### src/rtl/noise_ctrl.sv
// rtl/noise_ctrl.sv - APU noise channel sequencer: NR41-NR44 registers, polynomial timer,
// length counter, volume envelope and sample gating in front of the noise LFSR.
module noise_ctrl #(
   parameter int TIMER_W = 20
) (
   input  logic       clk,
   input  logic       reset,
   input  logic       slow_clk_en,
   input  logic       cpu_en,
   input  logic [1:0] reg_sel,
   input  logic       reg_write,
   input  logic [7:0] wdata,
   output logic [7:0] rdata,
   input  logic       length_tick,
   input  logic       env_tick,
   input  logic       lfsr_play,
   output logic       lfsr_init,
   output logic       lfsr_next_step,
   output logic       lfsr_width_write,
   output logic       lfsr_new_width,
   output logic       enabled,
   output logic [3:0] volume,
   output logic [3:0] sample
);

   localparam logic [TIMER_W-1:0] L_TIMER_ONE = TIMER_W'(1);

   logic [6:0]         r_len_cnt;
   logic               r_len_en;
   logic [3:0]         r_env_init;
   logic               r_env_dir;
   logic [2:0]         r_env_per;
   logic [2:0]         r_env_cnt;
   logic [3:0]         r_shift_s;
   logic               r_width;
   logic [2:0]         r_div_r;
   logic               r_enabled;
   logic [3:0]         r_volume;
   logic [3:0]         r_sample;
   logic [TIMER_W-1:0] r_timer;

   logic               w_wr;
   logic               w_wr41;
   logic               w_wr42;
   logic               w_wr43;
   logic               w_wr44;
   logic               w_trigger;
   logic               w_dac_on;
   logic [6:0]         w_base;
   logic [TIMER_W-1:0] w_period;
   logic               w_timer_run;
   logic               w_len_dec;
   logic               w_len_expire;
   logic               w_env_step;

   assign w_wr      = cpu_en & reg_write;
   assign w_wr41    = w_wr & (reg_sel == 2'd0);
   assign w_wr42    = w_wr & (reg_sel == 2'd1);
   assign w_wr43    = w_wr & (reg_sel == 2'd2);
   assign w_wr44    = w_wr & (reg_sel == 2'd3);
   assign w_trigger = w_wr44 & wdata[7];
   assign w_dac_on  = |{r_env_init, r_env_dir};

   assign w_base      = (r_div_r == 3'd0) ? 7'd8 : {r_div_r, 4'b0000};
   assign w_period    = TIMER_W'(w_base) << r_shift_s;
   assign w_timer_run = r_enabled & (r_shift_s < 4'd14);

   // A trigger or an NR41 write in the same clk swallows the length tick.
   assign w_len_dec    = length_tick & r_len_en & (r_len_cnt != 7'd0) & ~w_wr41 & ~w_trigger;
   assign w_len_expire = w_len_dec & (r_len_cnt == 7'd1);
   assign w_env_step   = env_tick & r_enabled & (r_env_per != 3'd0) & ~w_trigger;

   assign lfsr_init        = w_trigger;
   assign lfsr_width_write = w_wr43;
   assign lfsr_new_width   = wdata[3];
   assign lfsr_next_step   = ~reset & w_timer_run & (r_timer == L_TIMER_ONE);
   assign enabled          = r_enabled;
   assign volume           = r_volume;
   assign sample           = r_sample;

   always_comb begin
      rdata = 8'hFF;
      case (reg_sel)
         2'd0:    rdata = 8'hFF;
         2'd1:    rdata = {r_env_init, r_env_dir, r_env_per};
         2'd2:    rdata = {r_shift_s, r_width, r_div_r};
         default: rdata = {1'b1, r_len_en, 6'h3F};
      endcase
   end

   always_ff @(posedge clk) begin
      if (reset) begin
         r_len_cnt  <= '0;
         r_len_en   <= 1'b0;
         r_env_init <= '0;
         r_env_dir  <= 1'b0;
         r_env_per  <= '0;
         r_env_cnt  <= '0;
         r_shift_s  <= '0;
         r_width    <= 1'b0;
         r_div_r    <= '0;
         r_enabled  <= 1'b0;
         r_volume   <= '0;
         r_sample   <= '0;
         r_timer    <= '0;
      end else begin
         r_sample <= (r_enabled & lfsr_play) ? r_volume : 4'd0;

         if (w_wr42) begin
            r_env_init <= wdata[7:4];
            r_env_dir  <= wdata[3];
            r_env_per  <= wdata[2:0];
         end
         if (w_wr43) begin
            r_shift_s <= wdata[7:4];
            r_width   <= wdata[3];
            r_div_r   <= wdata[2:0];
         end
         if (w_wr44) begin
            r_len_en <= wdata[6];
         end

         if (w_wr41) begin
            r_len_cnt <= 7'd64 - {1'b0, wdata[5:0]};
         end else if (w_trigger) begin
            if (r_len_cnt == 7'd0) begin
               r_len_cnt <= 7'd64;
            end
         end else if (w_len_dec) begin
            r_len_cnt <= r_len_cnt - 7'd1;
         end

         if (w_trigger) begin
            r_volume  <= r_env_init;
            r_env_cnt <= r_env_per;
         end else if (w_env_step) begin
            if (r_env_cnt > 3'd1) begin
               r_env_cnt <= r_env_cnt - 3'd1;
            end else begin
               r_env_cnt <= r_env_per;
               if (r_env_dir && (r_volume != 4'd15)) begin
                  r_volume <= r_volume + 4'd1;
               end else if (!r_env_dir && (r_volume != 4'd0)) begin
                  r_volume <= r_volume - 4'd1;
               end
            end
         end

         // Reload happens on the tick that sees timer==1, so next_step is high for one period slot.
         if (w_trigger) begin
            r_timer <= w_period;
         end else if (slow_clk_en && w_timer_run) begin
            r_timer <= (r_timer <= L_TIMER_ONE) ? w_period : r_timer - L_TIMER_ONE;
         end

         if (w_trigger) begin
            r_enabled <= w_dac_on;
         end else if ((w_wr42 && (wdata[7:3] == 5'd0)) || w_len_expire) begin
            r_enabled <= 1'b0;
         end
      end
   end

endmodule

### config.mk
export PLATFORM = sky130hd
export DESIGN_NAME = noise_ctrl
export DESIGN_NICKNAME = d
export VERILOG_FILES = /design/src/rtl/noise_ctrl.sv
export SDC_FILE = /design/constraint.sdc
export NUM_CORES = 1
export LEC_CHECK = 0
export BUFFER_PORTS_ARGS = -buffer_cell sky130_fd_sc_hd__buf_2
export CORE_ASPECT_RATIO = 1.2
export CORE_MARGIN = 2
export CORE_UTILIZATION = 59
export DETAILED_ROUTE_END_ITERATION = 6
export GPL_TIMING_DRIVEN = 0
export PLACE_DENSITY = 0.79
export SETUP_SLACK_MARGIN = 0.02
export SYNTH_ARGS = -nofsm -noshare
export SYNTH_HDL_FRONTEND = slang
export SYNTH_SLANG_ARGS = --single-unit
### constraint.sdc
create_clock -name clk -period 2.7 [get_ports clk]
set_clock_uncertainty 0.05 [all_clocks]
set_input_delay 0.135 -clock clk [delete_from_list [all_inputs] [get_ports clk]]
set_output_delay 0.135 -clock clk [all_outputs]
set_load 0.005 [all_outputs]
# == Word-level counts from Yosys, hierarchy flattened ==
# Index checks and enable logic that the tools add are counted.
# totals
regBits,56
latchBits,0
ram_bits,0
mem_bits_ro,0
in_bits,18
out_inout_bits,21
wordCells,94
memories,0
# op_classes
addsub,6
multipliers,0
div,0
n_lt_le_gt_ge,3
eq_ne,8
shifts,1
muxes,19
bitwise,22
n_reduce_logical,22
# op_table
op,n
two-way mux 20 bit,3
two-way mux 7 bit,5
one-hot mux 8 bit (3 select lines),1
"== test 20 x 1 -> 1 bit, second input constant",1
"<= comparator 20 x 1 -> 1 bit, second input constant",1
two-way mux 4 bit,5
<< shifter 7 x 4 -> 20 bit,1
"subtractor 20 x 1 -> 20 bit, second input constant",1
bitwise AND 1 bit,18
two-way mux 3 bit,3
nonzero test 3 bit,3
"== test 7 x 1 -> 1 bit, second input constant",1
logical NOT 7 bit,1
nonzero test 7 bit,1
"subtractor 7 x 1 -> 7 bit, second input constant",1
"subtractor 7 x 6 -> 7 bit, first input constant",1
nonzero test 2 bit,3
logical NOT 5 bit,1
OR reduction 5 bit,1
"adder 4 x 1 -> 4 bit, second input constant",1
"== test 2 bit, second input constant",2
logical AND 1 bit,4
"less-than comparator 4 bit, second input constant",1
"!= test 4 bit, second input constant",1
16 further kinds,20

# == Logic depth before layout (Yosys ltp) ==
# depth
depth_word,9
mapped_depth,9
ltp_nobuf,8

# == Worst setup path before layout ==
# No wires, ideal clock.
# synth_timing
path_kind,reg2reg
from,register r_timer[0]
to,register r_timer[19]
setup_time_ps,60
t_arrival_ps,1974
required_ps,2590
slack_ps,615
stages_incl_launch_ff,8
n_path_buf,0
period_less_slack_ps,2085
path_cell_list,dfxtp_1 -> inv_1 -> ha_1 -> o21ai_0 -> o31ai_4 -> or4_2 -> o31ai_1 -> a32o_1
# synth_between
elab_chain_cells,4
word_cells_on_any_way,5
classes_between,add/sub: 1; order compare: 1; mux: 3
# synth_lines
element,line,text
"start, declared",40,logic [TIMER_W-1:0] r_timer;
"start signal, assigned",151,r_timer <= w_period;
"start signal, assigned",153,r_timer <= (r_timer <= L_TIMER_ONE) ? w_period : r_timer - L_TIMER_ONE;
subtractor 20 x 1 -> 20 bit / <= comparator 20 x 1 -> 1 bit (equally long branches),153,
two-way mux 20 bit *,153,
two-way mux 20 bit *,152,end else if (slow_clk_en && w_timer_run) begin
two-way mux 20 bit *,150,if (w_trigger) begin
# Every way passes the cells marked *; elsewhere a longest branch is shown, timed or not. The select of a mux whose other input is x is not followed.
# A chain may end at the register's enable or synchronous reset.

# == Worst setup path in the final report ==
# layout_timing
from,register r_timer[8]
to,register r_timer[3]
# layout_between
elab_chain_cells,4
# layout_lines
element,line
<= comparator 20 x 1 -> 1 bit,153
two-way mux 20 bit,153
two-way mux 20 bit,152
two-way mux 20 bit,150
# No other way between the ends. The select of a mux whose other input is x is not followed.

==> out/results.ini <==
[outcome]
run_status=finished clean

[grt]
grt_pass1_wl_mm=17.0
grt_overflow_total=0
track_usage=0.320
antenna_found_initial=0
first_global_vias=3604
grt_max_degree=21

[synth]
yosysSeqAreaShare=0.308
syn_area_um2=3640
syn_inst=479
synth_edf_count=0
synth_seq_cells=56
synth_warnings=0
ys_types=68
syn-mean-instance-area_um2=7.61
synth_top_flop_cell=dfxtp_1
synth_nets=508
synthArstFlopShare=0

[layout]
num_antenna_cells=0
n_fill_cell=562
mostFrequentLayoutCell=nand2_1
seqCellArea_um2=1120
area_delta_synth_final_pct=10.6
drive_above_1_share=0.147
nNetsFinal=552
multi_input_comb_area_um2=2280
final_cell_mix=nand2_1, dfxtp_1, a21oi_1, nor2_1, buf_2

[setup_path]
setup.worst_path.class=reg -> reg
cp.required_ps=2910
critPathMaxStageDelay_ps=580
cp.arrival_ps=2640
worstSetupEndpointType=flip-flop
path_cells=nor3_1, nand2_2, o31a_1, nor4_1, o21ai_0, a21oi_1
critPathSlowestCell=nor3_1
cp-start-kind=flip-flop
critPathMaxFanout=6

[place]
portBuffers=37
finalWeightedCongestion=0.961
hpwl_mm=7.65

[sta]
tns_ps=0
slew_viol_final=0
finalHoldViolations=0
max_freq_ghz=0.412
relSlewSlack=0.514
finalCriticalPeriod_ps=2430
rsz0062_at_grt=no
finalCritPeriodShare=0.899
worst_slew_pin_slew_ps=729
setup_viol=0
fin_hold_ws_ps=16.8

[route]
ant_nets=0
firstDrtPassIters=7
drtIter0Drc=265
viasPerCell=6.33
drt-wirelength-per-cell_um=16.9
drc=0
num_vias=3839
wirelength_mm=10.3

[floorplanning]
die_y_um=90.1
die_w_um=75.7
dieArea_um2=6820
core-area_um2=6010
initial_utilization=0.606
rows=31
io-pin-count=39

[power_and_ir_drop]
power_density_nw_per_um2=584
power.leakage_uw=0.00153
ir_drop_mv=0.319

[clocking]
postCtsHoldBufs=0
clk_pin_slew_ps=110
numCtsBuffers=5
cts_setup_buffers=0
cts.htree.levels=2
cts.sink_count=56
cts_tree=built
clock_latency_ps=330
root_buffer=clkbuf_8
cts-resized-gates=0
clockBufferDepth=2

[flow_run]
max_cap_violations=0

[min_path]
min_path_type=in -> reg

## critical path, delay by kind of cell, from the launching register on
kind,cells,cell delay [ps]
AO/OA/AOI/OAI,3,700
AND/OR/NAND/NOR,3,1230
flip-flops,1,370
## state kept, by name, summed over array words and instances, names as in the netlist
signal / flops
r_len_en: 1
r_env_cnt: 3
r_env_init: 4
r_timer: 20
sample: 4
r_env_dir: 1
r_env_per: 3
r_div_r: 3
r_len_cnt: 7
volume: 4
r_shift_s: 4
enabled: 1
r_width: 1
## cell families after synthesis
kind of cell	Yosys count	share of synthesized area
AND/OR/NAND/NOR	216	0.300
multiplexers	8	0.0268
XOR/XNOR	7	0.0168
flip-flops	56	0.308
adder cells (fa/ha/maj)	11	0.0398
AO/OA/AOI/OAI	138	0.244
buffers and inverters	43	0.0652
## layer usage
layer,up-vias,wire length [um],track usage
li1,1833,-,-
met4,0,462,0.158
met2,172,5020,0.517
met5,-,0,0
met1,1797,4160,0.405
met3,37,615,0.0448
## final timing paths
check	startpoint	end	slack [ps]	cells after the start
worst max-delay path	r_timer[8]$_SDFFE_PP0P_	r_timer[3]$_SDFFE_PP0P_	270	6
worst min-delay path	reset	r_timer[13]$_SDFFE_PP0P_	20	2
worst max register to register	r_timer[8]$_SDFFE_PP0P_	r_timer[3]$_SDFFE_PP0P_	270	6
worst min register to register	r_width$_SDFFE_PP0P_	r_width$_SDFFE_PP0P_	420	2
## area by class of cell
cell class	instances	area share
buffer	29	0.0460
tap	82	0.0255
timing repair buffer	37	0.0460
multi-input combinational	380	0.567
clock buffer	5	0.0171
sequential	56	0.278
inverter	14	0.0130
clock inverter	3	0.00714
## cell usage after synthesis (5+ instances only)
library cell  count  area (um^2)
inv_1            12         45.0
a31oi_1           9         56.3
mux2i_1           6         60.1
ha_1             10          125
dfxtp_1          56         1120
nand2_1          72          270
o22ai_1           6         37.5
nor4_1           12         75.1
o22a_1            7         61.3
nor3_1           25          125
or3_1             7         43.8
o21ai_0          28          140
a21oi_1          49          245
nor2_1           44          165
nand2b_1          7         43.8
nand4_1           6         37.5
nand3_1          12         60.1
and2_1            6         37.5
clkbuf_1         15         56.3
or2_2             5         31.3
## power by group
| group | switching (uW) | internal [uW] | leakage (uW) |
|---|---|---|---|
| combinational | 593 | 339 | 0.00103 |
| sequential | 42.0 | 860 | 0.000453 |
| clock | 320 | 197 | 0.0000511 |
## stage by stage
stage | setup slack (ps) | cells | total power, uW | area (um^2) | utilization
after global routing | 186 | 606 | 2470 | 4030 | 0.670
final | 272 | 606 | 2350 | 4030 | 0.670
after global placement | 373 | 598 | 1820 | 3930 | 0.654
after detailed placement | 374 | 598 | 1830 | 3930 | 0.654
after floorplan | 615 | 479 | 1590 | 3640 | -
after CTS | 352 | 606 | 2340 | 4030 | 0.670
No activity file was read; power rests on OpenSTA's default activity.
